### config.mk
export PLATFORM = sky130hd
export DESIGN_NAME = fp_div_iter_flat
export DESIGN_NICKNAME = d
export VERILOG_FILES = /design/src/rtl/fp_div_iter_if.sv /design/src/rtl/fp_div_iter.sv /design/src/flat_wrapper.sv
export SDC_FILE = /design/constraint.sdc
export NUM_CORES = 1
export LEC_CHECK = 0
export CAP_MARGIN = 20
export CORE_MARGIN = 3
export CORE_UTILIZATION = 35
export CTS_CLUSTER_SIZE = 16
export DETAILED_ROUTE_END_ITERATION = 10
export MAX_ROUTING_LAYER = met4
export PLACE_DENSITY_LB_ADDON = 0.12
export SLEW_MARGIN = 20
export SYNTH_ARGS = -nofsm -noshare
export SYNTH_HDL_FRONTEND = slang
export SYNTH_SLANG_ARGS = --single-unit
export TNS_END_PERCENT = 20
### constraint.sdc
create_clock -name i_clk -period 12.38 [get_ports i_clk]
set_clock_uncertainty 0.1 [all_clocks]
set_input_delay 2.476 -clock i_clk [delete_from_list [all_inputs] [get_ports i_clk]]
set_output_delay 2.476 -clock i_clk [all_outputs]
set_load 0.01 [all_outputs]
### src/rtl/fp_div_iter_if.sv
// Operand/result handshake bundle for the iterative binary32 divider.
// The master drives the operands and consumes the quotient.
interface fp_div_iter_if;
  logic [31:0] i_a;
  logic [31:0] i_b;
  logic        i_valid;
  logic        o_ready;
  logic [31:0] o_res;
  logic        o_valid;
  logic        i_ready;

  modport master (
    output i_a, i_b, i_valid, i_ready,
    input  o_ready, o_res, o_valid
  );

  modport slave (
    input  i_a, i_b, i_valid, i_ready,
    output o_ready, o_res, o_valid
  );
endinterface

### src/rtl/fp_div_iter.sv
// Iterative binary32 divider, radix-2 restoring, one quotient bit per cycle.
// Define FP_DIV_ROUND_EN for round-to-nearest-even (default truncates).
module fp_div_iter (
  input  logic   i_clk,
  input  logic   i_rst_n,
  fp_div_iter_if.slave io
);
`ifdef FP_DIV_ROUND_EN
  localparam int QW = 27;
`else
  localparam int QW = 25;
`endif
  localparam logic [4:0] LAST = 5'(QW - 1);

  localparam logic [2:0] S_IDLE  = 3'd0;
  localparam logic [2:0] S_CHECK = 3'd1;
  localparam logic [2:0] S_NORM  = 3'd2;
  localparam logic [2:0] S_DIV   = 3'd3;
  localparam logic [2:0] S_PACK  = 3'd4;
  localparam logic [2:0] S_DONE  = 3'd5;

  logic [2:0]         state;
  logic [31:0]        a_r, b_r, res;
  logic               sign;
  logic [23:0]        ma, mb;
  logic signed [10:0] ea, eb;
  logic [25:0]        r;
  logic [QW-1:0]      q;
  logic [4:0]         cnt;

  logic [7:0]  xa, xb;
  logic [22:0] fa, fb;
  logic        a_zero, b_zero, a_inf, b_inf, a_nan, b_nan;
  logic        is_nan, is_inf, is_zero, any_sub, sgn;
  logic [23:0] ma0, mb0, na, nb;
  logic signed [10:0] ea0, eb0, nea, neb;

  assign xa = a_r[30:23];
  assign xb = b_r[30:23];
  assign fa = a_r[22:0];
  assign fb = b_r[22:0];
  assign sgn = a_r[31] ^ b_r[31];

  assign a_zero = (xa == 8'd0) && (fa == 23'd0);
  assign b_zero = (xb == 8'd0) && (fb == 23'd0);
  assign a_inf  = (xa == 8'hFF) && (fa == 23'd0);
  assign b_inf  = (xb == 8'hFF) && (fb == 23'd0);
  assign a_nan  = (xa == 8'hFF) && (fa != 23'd0);
  assign b_nan  = (xb == 8'hFF) && (fb != 23'd0);

  // Mutually exclusive so the decoder below can be unique.
  assign is_nan  = a_nan | b_nan | (a_zero & b_zero) | (a_inf & b_inf);
  assign is_inf  = !is_nan & (a_inf | b_zero);
  assign is_zero = !is_nan & !is_inf & (a_zero | b_inf);
  assign any_sub = ((xa == 8'd0) && (fa != 23'd0))
                 | ((xb == 8'd0) && (fb != 23'd0));

  assign ma0 = {|xa, fa};
  assign mb0 = {|xb, fb};
  assign ea0 = (xa == 8'd0) ? 11'sd1 : $signed({3'd0, xa});
  assign eb0 = (xb == 8'd0) ? 11'sd1 : $signed({3'd0, xb});

  assign na  = ma[23] ? ma : ma << 1;
  assign nb  = mb[23] ? mb : mb << 1;
  assign nea = ma[23] ? ea : ea - 11'sd1;
  assign neb = mb[23] ? eb : eb - 11'sd1;

  logic        ge;
  logic [25:0] rd;
  assign ge = r >= {2'd0, mb};
  assign rd = ge ? r - {2'd0, mb} : r;

  logic signed [10:0] e_p;
  logic [10:0]        sh;
  logic [7:0]         e_m1;
  logic [31:0]        pk;

  assign e_p  = ea - eb + 11'sd127 - (q[QW-1] ? 11'sd0 : 11'sd1);
  assign sh   = 11'd1 - e_p;
  assign e_m1 = e_p[7:0] - 8'd1;

`ifdef FP_DIV_ROUND_EN
  logic [25:0] ext, exs, mask;
  logic [7:0]  ef;
  logic        st, lost, inc;

  always_comb begin
    ext  = q[26] ? q[26:1] : q[25:0];
    st   = (q[26] & q[0]) | (|r);
    mask = ~(26'h3FF_FFFF << sh);
    exs  = ext;
    lost = 1'b0;
    ef   = e_m1;
    if (e_p <= 11'sd0) begin
      ef = 8'd0;
      if (sh >= 11'd26) begin
        exs  = 26'd0;
        lost = |ext;
      end else begin
        exs  = ext >> sh;
        lost = |(ext & mask);
      end
    end
    // Carry out of the fraction walks into the exponent field.
    inc = exs[1] & (exs[0] | lost | st | exs[2]);
    if (e_p >= 11'sd255)
      pk = {sign, 8'hFF, 23'd0};
    else
      pk = {sign, ef, 23'd0} + {8'd0, exs[25:2]} + {31'd0, inc};
  end
`else
  logic [23:0] m24, sm;

  always_comb begin
    m24 = q[24] ? q[24:1] : q[23:0];
    sm  = (sh < 11'd24) ? m24 >> sh : 24'd0;
    if (e_p >= 11'sd255)
      pk = {sign, 8'hFF, 23'd0};
    else if (e_p > 11'sd0)
      pk = {sign, e_m1, 23'd0} + {8'd0, m24};
    else
      pk = {sign, 31'd0} + {8'd0, sm};
  end
`endif

  always_ff @(posedge i_clk) begin
    if (!i_rst_n) begin
      state <= S_IDLE;
      res   <= '0;
      a_r   <= '0;
      b_r   <= '0;
      sign  <= 1'b0;
      ma    <= '0;
      mb    <= '0;
      ea    <= '0;
      eb    <= '0;
      r     <= '0;
      q     <= '0;
      cnt   <= '0;
    end else begin
      case (state)
        S_IDLE: begin
          if (io.i_valid) begin
            a_r   <= io.i_a;
            b_r   <= io.i_b;
            state <= S_CHECK;
          end
        end
        S_CHECK: begin
          sign <= sgn;
          ma   <= ma0;
          mb   <= mb0;
          ea   <= ea0;
          eb   <= eb0;
          r    <= {2'd0, ma0};
          q    <= '0;
          cnt  <= '0;
          unique case (1'b1)
            is_nan: begin
              res   <= 32'hFFFF_FFFF;
              state <= S_DONE;
            end
            is_inf: begin
              res   <= {sgn, 8'hFF, 23'd0};
              state <= S_DONE;
            end
            is_zero: begin
              res   <= {sgn, 31'd0};
              state <= S_DONE;
            end
            default: state <= any_sub ? S_NORM : S_DIV;
          endcase
        end
        S_NORM: begin
          ma <= na;
          mb <= nb;
          ea <= nea;
          eb <= neb;
          r  <= {2'd0, na};
          if (na[23] && nb[23])
            state <= S_DIV;
        end
        S_DIV: begin
          r   <= rd << 1;
          q   <= {q[QW-2:0], ge};
          cnt <= cnt + 5'd1;
          if (cnt == LAST)
            state <= S_PACK;
        end
        S_PACK: begin
          res   <= pk;
          state <= S_DONE;
        end
        S_DONE: begin
          if (io.i_ready)
            state <= S_IDLE;
        end
        default: state <= S_IDLE;
      endcase
    end
  end

  assign io.o_ready = (state == S_IDLE);
  assign io.o_valid = (state == S_DONE);
  assign io.o_res   = res;
endmodule

### src/flat_wrapper.sv
// flat-port wrapper written by rule: the top's interface ports become plain ports
module fp_div_iter_flat 
  (i_clk, i_rst_n, io_i_a, io_i_b, io_i_valid, io_i_ready, io_o_ready, io_o_res, io_o_valid);
  fp_div_iter_if io_i ();
  input  logic i_clk;
  input  logic i_rst_n;
  input wire logic [$bits(io_i.i_a)-1:0] io_i_a;
  input wire logic [$bits(io_i.i_b)-1:0] io_i_b;
  input wire logic [$bits(io_i.i_valid)-1:0] io_i_valid;
  input wire logic [$bits(io_i.i_ready)-1:0] io_i_ready;
  output wire logic [$bits(io_i.o_ready)-1:0] io_o_ready;
  output wire logic [$bits(io_i.o_res)-1:0] io_o_res;
  output wire logic [$bits(io_i.o_valid)-1:0] io_o_valid;
  assign io_i.i_a = io_i_a;
  assign io_i.i_b = io_i_b;
  assign io_i.i_valid = io_i_valid;
  assign io_i.i_ready = io_i_ready;
  assign io_o_ready = io_i.o_ready;
  assign io_o_res = io_i.o_res;
  assign io_o_valid = io_i.o_valid;
  fp_div_iter u_core (.i_clk(i_clk), .i_rst_n(i_rst_n), .io(io_i));
endmodule
==> flow_metrics.py <==
metrics = {
    "setup_path": {
        "reg2reg_from": "u_core.q[24]",
        "slowest_delay_ns": 0.65,
        "crit_path_start": "u_core.state[1]",
        "crit_required_ns": 9.80,
        "worstSetupPathType": "reg -> out",
        "endpoint_kind": "output port",
        "crit_arrival_ns": 2.63,
        "path_cells": "clkinv_1 > nand2_1 > nor2_1 > clkdlybuf4s50_1",
        "cp_max_fo": 18,
        "startpoint_type": "flip-flop",
        "crit_slowest_cell": "nand2_1",
    },
    "clocking": {
        "cts-root-buf": "clkbuf_16",
        "postCtsHoldBufs": 0,
        "clock-sinks": 226,
        "cts_tree": "done",
        "ctsResizeCount": 0,
        "cts_setup_buffers": 0,
        "clkTransAtPathRegs_ns": 0.06,
        "cts_buffers": 28,
        "clock_latency_ns": 0.56,
        "htree_num_levels": 1,
        "clockBufferDepth": 3,
    },
    "power_and_ir_drop": {
        "comb_power_share_pct": 61.3,
        "clkPwrFrac_pct": 18.2,
        "switching_share_pct": 48.6,
        "ir_drop_uv": 182,
        "p_seq_share_pct": 20.5,
        "p_leak_nw": 6.09,
        "power.switching_mw": 2.32,
        "p_int_mw": 2.46,
        "powerDensity_nw_per_um2": 287,
    },
    "drt": {
        "first_iter_violations": 906,
        "final_antenna_net_count": 0,
        "routed_wl_um": 44700,
        "avgViaCountPerCell": 5.57,
        "drt-pass1-iter-count": 5,
        "drc": 0,
        "vias": 13552,
        "wire_per_inst_um": 18.4,
    },
    "placement": {
        "io_buffers": 101,
        "pre_cts_ws_ns": 6.76,
        "gp_congestion": 0.885,
        "hpwl_um": 31900,
    },
    "logic_synthesis": {
        "synth_edf_count": 0,
        "synth_cell_types": 83,
        "syn-num-nets": 1991,
        "synth_cells": 1859,
        "syn_area_um2": 14300,
        "synth_area_leaders": "dfxtp_1, nand2_1, ha_1",
        "seq_area_frac_synth_pct": 31.7,
        "synth_top_area_share_pct": 31.7,
        "ys_warn_count": 0,
        "synth_area_leader_cell": "dfxtp_1",
        "async_flop_share_pct": 0,
        "synth_commonest_cells": "nand2_1, dfxtp_1, nor2_1",
        "yosysMostFrequentCell": "nand2_1",
        "synth-main-ff-cell": "dfxtp_1",
        "ys_seq_elements": 226,
        "syn_area_per_cell_um2": 7.68,
    },
    "sta": {
        "setup_violations": 0,
        "fin_crit_sh_pct": 42.1,
        "post-route-worst-setup-slack_ns": 7.17,
        "fin_crit_ns": 5.21,
        "hold_viol": 0,
        "slew_violations": 0,
        "worst_pin_slew_ns": 1.10,
        "fin_hold_ws_ns": 0.383,
        "max_freq_mhz": 192,
        "final.setup.tns_ns": 0,
        "slew_headroom_pct": 26.5,
        "rsz0062_at_grt": "no",
    },
    "finish": {
        "nets": 2020,
        "areaGrowthSynthToFinish_pct": 16.7,
        "antenna_cells": 0,
        "fill_cells": 4134,
        "drive_above_1_share_pct": 6.44,
    },
    "global_routing": {
        "antenna_found_initial": 0,
        "grt.total_usage_pct": 20.6,
        "grt_pass1_wl_um": 72300,
        "gr-total-overflow": 0,
        "first_global_vias": 13172,
        "grt_max_degree": 88,
    },
    "run_status": {
        "outcome": "completed",
    },
    "die": {
        "io_pins": 102,
        "core-area_um2": 40000,
        "rows": 73,
        "dieArea_um2": 43300,
        "start_util_pct": 35.7,
        "fp.dieW_um": 208,
        "die_h_um": 208,
    },
    "min_path": {
        "min-delay-start": "u_core.mb[18]",
        "hold_path_class": "reg -> reg",
    },
    "run": {
        "cap_violations": 0,
    },
}
[state kept, by name, summed over array words and instances, names as in the netlist]
register and flops:
u_core.ea 11, u_core.ma 24, u_core.b_r 32, u_core.eb 11, u_core.sign 1, u_core.a_r 32, u_core.state 3, u_core.q 25
u_core.io.o_res 32, u_core.cnt 5, u_core.r 26, u_core.mb 24
[final timing paths]
| check | to | slack [ns] | cells past startpoint |
|---|---|---|---|
| hold reg to reg | u_core.mb[18] | 0.38 | 2 |
| setup / recovery | io_o_valid | 7.17 | 4 |
| setup reg to reg | u_core.io.o_res[5] | 7.22 | 17 |
| hold / removal | u_core.mb[18] | 0.38 | 2 |
[metal layers]
layer	part of all wire, %	GRT usage [%]	vias up	wire length, um
met1	45	26.7	6443	20300
met2	47	33.6	292	21100
met5	0	-	-	0
met3	4.2	2.90	59	1870
li1	-	-	6758	-
met4	3.2	5.81	0	1430
[cell families (layout without fill, tap and decap cells)]
group | after synthesis | count (layout) | synth area share, %
buffers and inverters | 208 | 258 | 5.55
XOR/XNOR | 51 | 51 | 3.36
AND/OR/NAND/NOR | 659 | 659 | 20.9
multiplexers | 62 | 62 | 4.58
adder cells (fa/ha/maj) | 64 | 64 | 5.77
AO/OA/AOI/OAI | 589 | 589 | 28.1
flip-flops | 226 | 226 | 31.7
[cell type report]
class	count	area (um^2)	share of cell area, %
clock inverter	9	156	0.939
sequential	226	4520	27.2
inverter	81	304	1.83
tap	525	657	3.94
multi-input combinational	1425	9000	54.0
clock buffer	42	823	4.94
timing repair buffer	126	1190	7.16
[layout by cell type, fill, tap and decap left out, types with 18 or more instances in the layout]
| cell type | instances |
|---|---|
| nand2_1 | 256 |
| dfxtp_1 | 226 |
| nor2_1 | 180 |
| o21ai_0 | 121 |
| a21oi_1 | 113 |
| clkdlybuf4s50_1 | 100 |
| a21boi_0 | 98 |
| inv_1 | 79 |
| ha_1 | 61 |
| o221ai_1 | 57 |
| mux2i_1 | 53 |
| nand3_1 | 50 |
| nor3_1 | 36 |
| xnor2_1 | 36 |
| clkbuf_16 | 28 |
| buf_4 | 25 |
| a211oi_1 | 23 |
| nor4_1 | 23 |
| o22ai_1 | 22 |
| a31oi_1 | 21 |
| a21o_1 | 21 |
| nor2b_1 | 18 |
[worst max-delay path, delay by kind of cell (launching register included)]
kind          cells  cell delay [ns]
flops             1             0.33
buf+inv           2             0.95
simple gates      2             0.80
[stage by stage]
stage          util [%]  instances  instance area [um^2]  power, mW
2_1_floorplan         -       1859                 14300       3.18
3_3_place_gp       39.1       2382                 15700       3.89
3_5_place_dp       39.2       2382                 15700       3.89
4_1_cts            41.6       2433                 16600       4.78
5_1_grt            41.6       2434                 16700       5.18
6_report           41.6       2434                 16700       4.78
[power groups by stage]
stage / Clock, mW / Sequential, mW / Combinational [mW]
5_1_grt: 0.922 / 1.00 / 3.25
2_1_floorplan: 0 / 0.957 / 2.22
4_1_cts: 0.893 / 0.982 / 2.91
3_5_place_dp: 0 / 0.997 / 2.89
6_report: 0.870 / 0.981 / 2.93
3_3_place_gp: 0 / 0.994 / 2.90
No activity file was read; power rests on OpenSTA's default activity.
